## src/rtl/stream_fifo_pkg.sv

```systemverilog
// Shared types and defaults for the stream FIFO read-side packet extractor.
package stream_fifo_pkg;

   typedef enum logic [1:0] {
      IDLE = 2'd0,
      WAIT = 2'd1,
      XFER = 2'd2,
      DROP = 2'd3
   } state_t;

   localparam int DEF_MAXLEN   = 32;
   localparam int DEF_CNTWIDTH = 16;

endpackage

```

## src/rtl/stream_sat_counter.sv

```systemverilog
// Increment-by-one counter that sticks at all-ones instead of wrapping.
module stream_sat_counter
   import stream_fifo_pkg::*;
#(
   parameter int WIDTH = DEF_CNTWIDTH
) (
   input  logic             clk,
   input  logic             rst_n,
   input  logic             inc,
   output logic [WIDTH-1:0] count
);

   logic [WIDTH-1:0] count_reg;

   always_ff @(posedge clk or negedge rst_n) begin
      if (!rst_n) begin
         count_reg <= '0;
      end else if (inc && (count_reg != '1)) begin
         count_reg <= count_reg + 1'b1;
      end
   end

   assign count = count_reg;

endmodule

```

## src/rtl/stream_fifo_pkt_reader.sv

```systemverilog
// Pops length-prefixed packets from an FWFT FIFO and emits them as a sop/eop stream.
// Store-and-forward mode (WAIT state) is enabled by STREAM_FIFO_PKT_READER_STORE_FWD_EN.
module stream_fifo_pkt_reader
   import stream_fifo_pkg::*;
#(
   parameter int DATAWIDTH = 8,
   parameter int ADDRWIDTH = 6,
   parameter int LENWIDTH  = 8,
   parameter int MAXLEN    = DEF_MAXLEN,
   parameter int CNTWIDTH  = DEF_CNTWIDTH
) (
   input  logic                 r_clk,
   input  logic                 r_rst_n,
   output logic                 f_en,
   input  logic                 f_valid,
   input  logic [DATAWIDTH-1:0] f_data,
   input  logic [ADDRWIDTH:0]   f_counter,
   output logic                 o_valid,
   input  logic                 o_ready,
   output logic [DATAWIDTH-1:0] o_data,
   output logic                 o_sop,
   output logic                 o_eop,
   output logic [LENWIDTH-1:0]  o_len,
   output logic                 err,
   output logic [CNTWIDTH-1:0]  err_cnt,
   output logic [CNTWIDTH-1:0]  pkt_cnt
);

   localparam logic [31:0] MAXLEN_W = 32'(MAXLEN);
   localparam logic [LENWIDTH-1:0] ONE = LENWIDTH'(1);

   state_t              state_reg, state_next;
   logic [LENWIDTH-1:0] rem_reg, rem_next;
   logic [LENWIDTH-1:0] len_reg, len_next;
   logic                err_reg, err_next;
   logic                pkt_inc;
   logic [LENWIDTH-1:0] hdr_len;

   assign hdr_len = f_data[LENWIDTH-1:0];

`ifdef STREAM_FIFO_PKT_READER_STORE_FWD_EN
   localparam int CMPW = ((ADDRWIDTH + 1) > LENWIDTH) ? (ADDRWIDTH + 1) : LENWIDTH;
   logic resident;
   // Whole packet is in the FIFO once the fill level reaches the header length.
   assign resident = (CMPW'(f_counter) >= CMPW'(len_reg));
`else
   logic unused_counter;
   assign unused_counter = ^f_counter;
`endif

   always_comb begin
      state_next = state_reg;
      rem_next   = rem_reg;
      len_next   = len_reg;
      err_next   = 1'b0;
      pkt_inc    = 1'b0;
      f_en       = 1'b0;
      o_valid    = 1'b0;
      o_sop      = 1'b0;
      o_eop      = 1'b0;
      case (state_reg)
         IDLE: begin
            f_en = 1'b1;
            if (f_valid) begin
               len_next = hdr_len;
               rem_next = hdr_len;
               if (hdr_len == '0) begin
                  err_next = 1'b1;
               end else if (32'(hdr_len) > MAXLEN_W) begin
                  err_next   = 1'b1;
                  state_next = DROP;
               end else begin
`ifdef STREAM_FIFO_PKT_READER_STORE_FWD_EN
                  state_next = WAIT;
`else
                  state_next = XFER;
`endif
               end
            end
         end
         WAIT: begin
`ifdef STREAM_FIFO_PKT_READER_STORE_FWD_EN
            if (resident) begin
               state_next = XFER;
            end
`else
            state_next = IDLE;
`endif
         end
         XFER: begin
            o_valid = f_valid;
            f_en    = o_ready;
            o_sop   = f_valid && (rem_reg == len_reg);
            o_eop   = f_valid && (rem_reg == ONE);
            if (f_valid && o_ready) begin
               rem_next = rem_reg - ONE;
               if (rem_reg == ONE) begin
                  pkt_inc    = 1'b1;
                  state_next = IDLE;
               end
            end
         end
         DROP: begin
            f_en = 1'b1;
            if (f_valid) begin
               rem_next = rem_reg - ONE;
               if (rem_reg == ONE) begin
                  state_next = IDLE;
               end
            end
         end
         default: state_next = IDLE;
      endcase
   end

   always_ff @(posedge r_clk or negedge r_rst_n) begin
      if (!r_rst_n) begin
         state_reg <= IDLE;
         rem_reg   <= '0;
         len_reg   <= '0;
         err_reg   <= 1'b0;
      end else begin
         state_reg <= state_next;
         rem_reg   <= rem_next;
         len_reg   <= len_next;
         err_reg   <= err_next;
      end
   end

   assign o_data = f_data;
   assign o_len  = len_reg;
   assign err    = err_reg;

   stream_sat_counter #(.WIDTH(CNTWIDTH)) u_err_cnt (
      .clk   (r_clk),
      .rst_n (r_rst_n),
      .inc   (err_next),
      .count (err_cnt)
   );

   stream_sat_counter #(.WIDTH(CNTWIDTH)) u_pkt_cnt (
      .clk   (r_clk),
      .rst_n (r_rst_n),
      .inc   (pkt_inc),
      .count (pkt_cnt)
   );

endmodule

```

## config.mk

```make
export PLATFORM = sky130hd
export DESIGN_NAME = stream_fifo_pkt_reader
export DESIGN_NICKNAME = d
export VERILOG_FILES = /design/src/rtl/stream_fifo_pkg.sv /design/src/rtl/stream_sat_counter.sv /design/src/rtl/stream_fifo_pkt_reader.sv
export SDC_FILE = /design/constraint.sdc
export NUM_CORES = 1
export LEC_CHECK = 0
export ABC_AREA = 0
export BUFFER_PORTS_ARGS = -buffer_cell sky130_fd_sc_hd__buf_2
export CORE_ASPECT_RATIO = 0.5
export CORE_MARGIN = 2
export CORE_UTILIZATION = 50
export CTS_CLUSTER_SIZE = 12
export DETAILED_ROUTE_END_ITERATION = 12
export GPL_ROUTABILITY_DRIVEN = 0
export PLACE_DENSITY = 0.76
export SYNTH_ARGS = -nofsm -noshare
export SYNTH_HDL_FRONTEND = slang
export SYNTH_SLANG_ARGS = --single-unit
```

## constraint.sdc

```tcl
create_clock -name r_clk -period 5.89 [get_ports r_clk]
set_clock_uncertainty 0.2 [all_clocks]
set_input_delay 0.589 -clock r_clk [delete_from_list [all_inputs] [get_ports r_clk]]
set_output_delay 0.589 -clock r_clk [all_outputs]
set_load 0.05 [all_outputs]
```

==> results of run 1 <==
-- per-stage QoR --
stage	setup slack (ns)	util	instances	hold WS, ns
5_1_grt	2.96	0.597	399	0.247
3_3_place_gp	3.43	0.576	391	0.274
3_5_place_dp	3.38	0.576	391	0.284
6_report	3.15	0.597	399	0.176
2_1_floorplan	2.35	-	264	0.0934
4_1_cts	3.13	0.597	399	0.199
-- area by class of cell --
| cell class | instances | area (µm²) |
|---|---|---|
| inverter | 6 | 22.5 |
| timing repair buffer | 65 | 328 |
| sequential | 51 | 1280 |
| clock buffer | 5 | 68.8 |
| multi-input combinational | 196 | 1420 |
| tap | 73 | 91.3 |
| fill | 477 | 2190 |
| clock inverter | 3 | 43.8 |
-- cell usage in the layout, fill, tap and decap left out, types with 9 or more instances in the layout --
cell / instances
ha_1: 9
dfrtp_1: 51
xnor2_1: 20
buf_2: 64
nand3_1: 18
nor2_1: 13
nand2_1: 20
xor2_1: 16
o21ai_0: 11
mux2_2: 13
-- path summary, 6_finish.rpt --
path | start | end | slack [ns] | cells past startpoint
max | state_reg[0]$_DFFE_PN0P_ | o_eop | 3.15 | 5
min | r_rst_n | u_err_cnt.count[1]$_DFFE_PN0P_ | 0.18 | 2
max reg2reg | state_reg[0]$_DFFE_PN0P_ | u_err_cnt.count[4]$_DFFE_PN0P_ | 3.44 | 7
min reg2reg | u_err_cnt.count[12]$_DFFE_PN0P_ | u_err_cnt.count[12]$_DFFE_PN0P_ | 0.30 | 1
max in group asynchronous | r_rst_n | rem_reg[2]$_DFFE_PN0P_ | 4.87 | 2
min in group r_clk | u_err_cnt.count[12]$_DFFE_PN0P_ | u_err_cnt.count[12]$_DFFE_PN0P_ | 0.30 | 1
-- report_power, final --
| part | internal (mW) | total, mW | switching [mW] |
|---|---|---|---|
| sequential | 0.435 | 0.542 | 0.107 |
| clock | 0.127 | 0.245 | 0.118 |
| combinational | 0.230 | 0.698 | 0.467 |
| total | 0.792 | 1.48 | 0.692 |
-- metal layers --
metal | part of all wire | global-route usage | wire length [µm]
met1 | 0.47 | 0.266 | 2780
met2 | 0.50 | 0.354 | 2980
met3 | 0.033 | 0.0418 | 200
met4 | 0.0038 | 0.0579 | 23
met5 | 0 | 0 | 0
-- cells by family after synthesis --
group	after synthesis
AO/OA/AOI/OAI	34
adder cells (fa/ha/maj)	9
multiplexers	14
AND/OR/NAND/NOR	103
buffers and inverters	17
XOR/XNOR	36
flip-flops	51
-- synthesized netlist by cell type, types with 8 or more instances --
master / number / share of area
xnor2_1: 20 / 0.063
o21ai_0: 11 / 0.020
nand2_1: 20 / 0.027
dfrtp_1: 51 / 0.46
nor3_1: 8 / 0.014
buf_4: 8 / 0.022
nor2_1: 13 / 0.017
nand3_1: 18 / 0.032
a21oi_1: 8 / 0.014
xor2_1: 16 / 0.050
mux2_2: 13 / 0.052
nand4_1: 8 / 0.018
ha_1: 9 / 0.040
-- critical path: stages (launching register included) --
cell and delay [ns]:
dfrtp_1 0.42, inv_1 0.14, ha_1 0.26, nand4b_1 0.32, nor2_1 0.22, buf_2 0.29
==> impl_metrics.yaml, run 1 <==
status:
  status: "complete, no violations"
yosys:
  synthMuxAreaShare: 0.0561
  synthAdderAreaFrac: 0.0404
  synth_top_family_by_area: "simple AND/OR/NAND/NOR gates"
  yosysSeqAreaShare: 0.457
  syn-mean-instance-area_um2: 10.6
  syn_area_um2: 2790
  synthCells: 264
  synth_flop_cell: "dfrtp_1"
  synthSimpleGateAreaFrac: 0.208
  synth_compound_gate_area_share: 0.0919
  yosys_register_bits: 51
  syn-num-nets: 292
  ys_types: 43
  synthArstFlopShare: 1.00
  synth_edf_count: 0
  ys_warn_count: 0
  synth_xor_area_frac: 0.113
timing:
  drv_slew: 0
  fmax_mhz: 365
  period_share: 0.465
  setup_viol: 0
  rsz0062_at_grt: "false"
  max_slew_margin: 0.374
  hold_violations: 0
  min_period_ns: 2.74
  tns_ns: 0
  max_slew.worst_pin.slew_ns: 0.935
pwr:
  leakagePower_nw: 1.53
  ir_drop_mv: 0.332
  power_density_nw_per_um2: 457
  p_total_mw: 1.48
cts:
  clk_path_buf_depth: 2
  cts_max_level: 2
  cts_sinks: 51
  cts_setup_buffers: 0
  cts_tree: "built"
  cts_buffers: 5
  ctsResizeCount: 0
  root_buffer: "clkbuf_8"
  clk_latency_ns: 0.30
  cts.clk_slew.worst_paths_ns: 0.10
  hold_buffers: 0
place:
  dp.final_hpwl_um: 4380
  place_area_um2: 3140
  port_buffers: 64
grt:
  grt_pass1_wl_um: 9980
  track_usage: 0.207
  grt_max_degree: 52
  antenna_found_initial: 0
  grt_pass1_vias: 2092
  grt-ovfl-total: 0
setup_path:
  cp_data_required_time_ns: 5.10
  crit_fanout: 6
  arrival_ns: 1.95
  crit_path_end_kind: "output pin"
  worstSetupPathType: "reg -> out"
  start_kind: "register"
die:
  io_pins: 72
  die_w_um: 110
  die_h_um: 56.8
  dieArea_um2: 6230
  start_util: 0.513
  rows: 19
  core_area_um2: 5440
detailed_routing:
  avgRoutedWirePerCell_um: 15.0
  ant_nets: 0
  wl_um: 5980
  vias: 2225
  drt-pass1-iter-count: 4
  initialDrtViolationCount: 99
  drc: 0
  vias_per_cell: 5.58
job:
  maxCapViolations: 0
cells_and_area:
  antenna_cells: 0
  fin_nets: 353
  synthToLayoutAreaGrowth_pct: 16.5
  final_area_um2: 3250
  layout-drive-gt1-share: 0.304
hold_path:
  hp-class: "in -> async"
Note: power is estimated with default switching activity, not from simulation.
==> run 2, diff against run 1 <==
--- a/config.mk
+++ b/config.mk
@@ -9,7 +9,7 @@
 export BUFFER_PORTS_ARGS = -buffer_cell sky130_fd_sc_hd__buf_2
 export CORE_ASPECT_RATIO = 0.5
 export CORE_MARGIN = 2
-export CORE_UTILIZATION = 50
+export CORE_UTILIZATION = 48
 export CTS_CLUSTER_SIZE = 12
 export DETAILED_ROUTE_END_ITERATION = 12
 export GPL_ROUTABILITY_DRIVEN = 0
==> constraint.sdc (replaced) <==
create_clock -name r_clk -period 2.3 [get_ports r_clk]
set_clock_uncertainty 0.2 [all_clocks]
set_input_delay 0.23 -clock r_clk [delete_from_list [all_inputs] [get_ports r_clk]]
set_output_delay 0.23 -clock r_clk [all_outputs]
set_load 0.05 [all_outputs]
==> impl_metrics.yaml, run 2 (synthesis gave the netlist of run 1 again) <==
cells_and_area:
  synthToLayoutAreaGrowth_pct: 23.4
  final_common_cell: "buf_2"
  final_cells: 413
  fillers: 468
  fin_nets: 367
  antenna_cells: 0
  final_cell_mix: "63 x buf_2, 47 x dfrtp_1, 20 x nand2_1, 20 x xnor2_1, 18 x nand3_1"
  layout-drive-gt1-share: 0.353
  fin_util: 0.621
detailed_routing:
  dr_wl_met3_um: 305
  wl_met2_um: 3050
  drc: 0
  vias: 2320
  initialDrtViolationCount: 123
  wl_met1_um: 2700
  drt-pass1-iter-count: 4
  avgRoutedWirePerCell_um: 14.9
  vias_per_cell: 5.62
  top_layer: "met4"
  wl_um: 6140
  ant_nets: 0
die:
  die_w_um: 112
  dieArea_um2: 6480
  io_pins: 72
  die_h_um: 57.9
  rows: 19
  start_util: 0.504
  core_area_um2: 5540
timing:
  drv_slew: 0
  hold_slack_ns: 0.0197
  setup_viol: 0
  rsz0062_at_grt: "true"
  period_share: 0.980
  fmax_mhz: 443
  max_slew.worst_pin.slew_ns: 0.685
  hold_violations: 0
  max_slew_margin: 0.544
  min_period_ns: 2.25
  tns_ns: 0
pwr:
  combPwrFrac: 0.481
  power_frac_seq: 0.330
  p_int_mw: 2.29
  leakagePower_nw: 1.62
  ir_drop_mv: 0.716
  p_sw_mw: 1.86
  power_density_nw_per_um2: 1210
  sw_frac_of_total: 0.449
  clkPwrFrac: 0.188
grt:
  antenna_found_initial: 0
  grt-ovfl-total: 0
  grt_pass1_vias: 2239
  grt_pass1_wl_um: 10200
  track_usage: 0.199
  grt_max_degree: 31
job:
  maxCapViolations: 0
setup_path:
  arrival_ns: 1.82
  rr_endpoint: "u_err_cnt.count[1]$_DFFE_PN0P_"
  cp_data_required_time_ns: 1.87
  r2r_cells: 8
  start_kind: "register"
  worstSetupPathType: "reg -> out"
  timing.rr.start: "state_reg[0]$_DFFE_PN0P_"
  rrSetupSlack_ns: 0.11
  crit_fanout: 6
  crit_path_end_kind: "output pin"
cts:
  cts_sinks: 51
  clk_path_buf_depth: 2
  root_buffer: "clkbuf_16"
  cts_tree: "built"
  clk_latency_ns: 0.29
  cts_buffers: 5
  cts.clk_slew.worst_paths_ns: 0.06
  cts_max_level: 2
place:
  dp.final_hpwl_um: 4640
  port_buffers: 64
  dp.cells: 400
hold_path:
  hp-class: "in -> reg"
  min_path_cells: 2
  hold_path_end: "o_len[1]$_DFFE_PN0P_"
  min_from: "f_data[1]"
status:
  status: "complete, no violations"
-- run 2: layer usage --
metal,up-vias,track usage
met5,-,0
met2,68,0.350
met1,1142,0.245
li1,1100,-
met3,10,0.0492
met4,0,0.0723
-- run 2: worst max-delay path, cell delays in order, from the launching register on --
cell	delay, ns
dfrtp_1	0.41
inv_1	0.13
ha_2	0.24
and2_2	0.18
nand3_1	0.13
nor4_4	0.25
buf_6	0.19
-- run 2: area by class of cell --
type / count / area [µm²] / share of cell area
multi-input cells: 196 / 1450 / 0.420
inverters: 6 / 22.5 / 0.00654
clock inverters: 1 / 7.51 / 0.00218
clock buffers: 7 / 153 / 0.0443
well taps: 73 / 91.3 / 0.0265
flip-flops and latches: 51 / 1280 / 0.372
repair buffers: 79 / 442 / 0.128
-- run 2: how the worst max path moves through the flow --
stage                     slack [ns]                              to                            start
final                           0.05                           o_sop         state_reg[0]$_DFFE_PN0P_
after global routing           -0.02                           o_sop         state_reg[0]$_DFFE_PN0P_
after CTS                       0.02                           o_sop           rem_reg[4]$_DFFE_PN0P_
after detailed placement        0.02  u_pkt_cnt.count[8]$_DFFE_PN0P_         state_reg[0]$_DFFE_PN0P_
after global placement          0.09  u_pkt_cnt.count[8]$_DFFE_PN0P_         state_reg[0]$_DFFE_PN0P_
after floorplan                 0.01  u_pkt_cnt.count[1]$_DFFE_PN0P_  u_pkt_cnt.count[14]$_DFFE_PN0P_
-- run 2: what timing repair did --
action	4_1_cts	5_1_grt
resized for setup	3	4
pin swaps	1	2
gates cloned	0	0
hold buffers	1	0
endpoints found under the setup margin	2	6
hold endpoints to repair	28	0
setup buffers	1	3
-- run 2: power by group through the flow --
| stage | clock network, mW | logic (mW) | registers (mW) |
|---|---|---|---|
| floorplan | 0 | 1.02 | 1.78 |
| CTS | 0.804 | 1.96 | 1.37 |
| global placement | 0 | 1.87 | 1.37 |
| global route | 0.844 | 2.15 | 1.39 |
| detailed placement | 0 | 1.93 | 1.39 |
| finish | 0.782 | 2.00 | 1.37 |
-- run 2: per-stage QoR --
step / worst slack [ns] / power, mW / area, µm²
detailed placement: 0.0160 / 3.32 / 3220
global route: -0.0181 / 4.39 / 3440
global placement: 0.0867 / 3.25 / 3220
finish: 0.0452 / 4.15 / 3440
floorplan: 0.0150 / 2.80 / 2810
CTS: 0.0175 / 4.13 / 3410
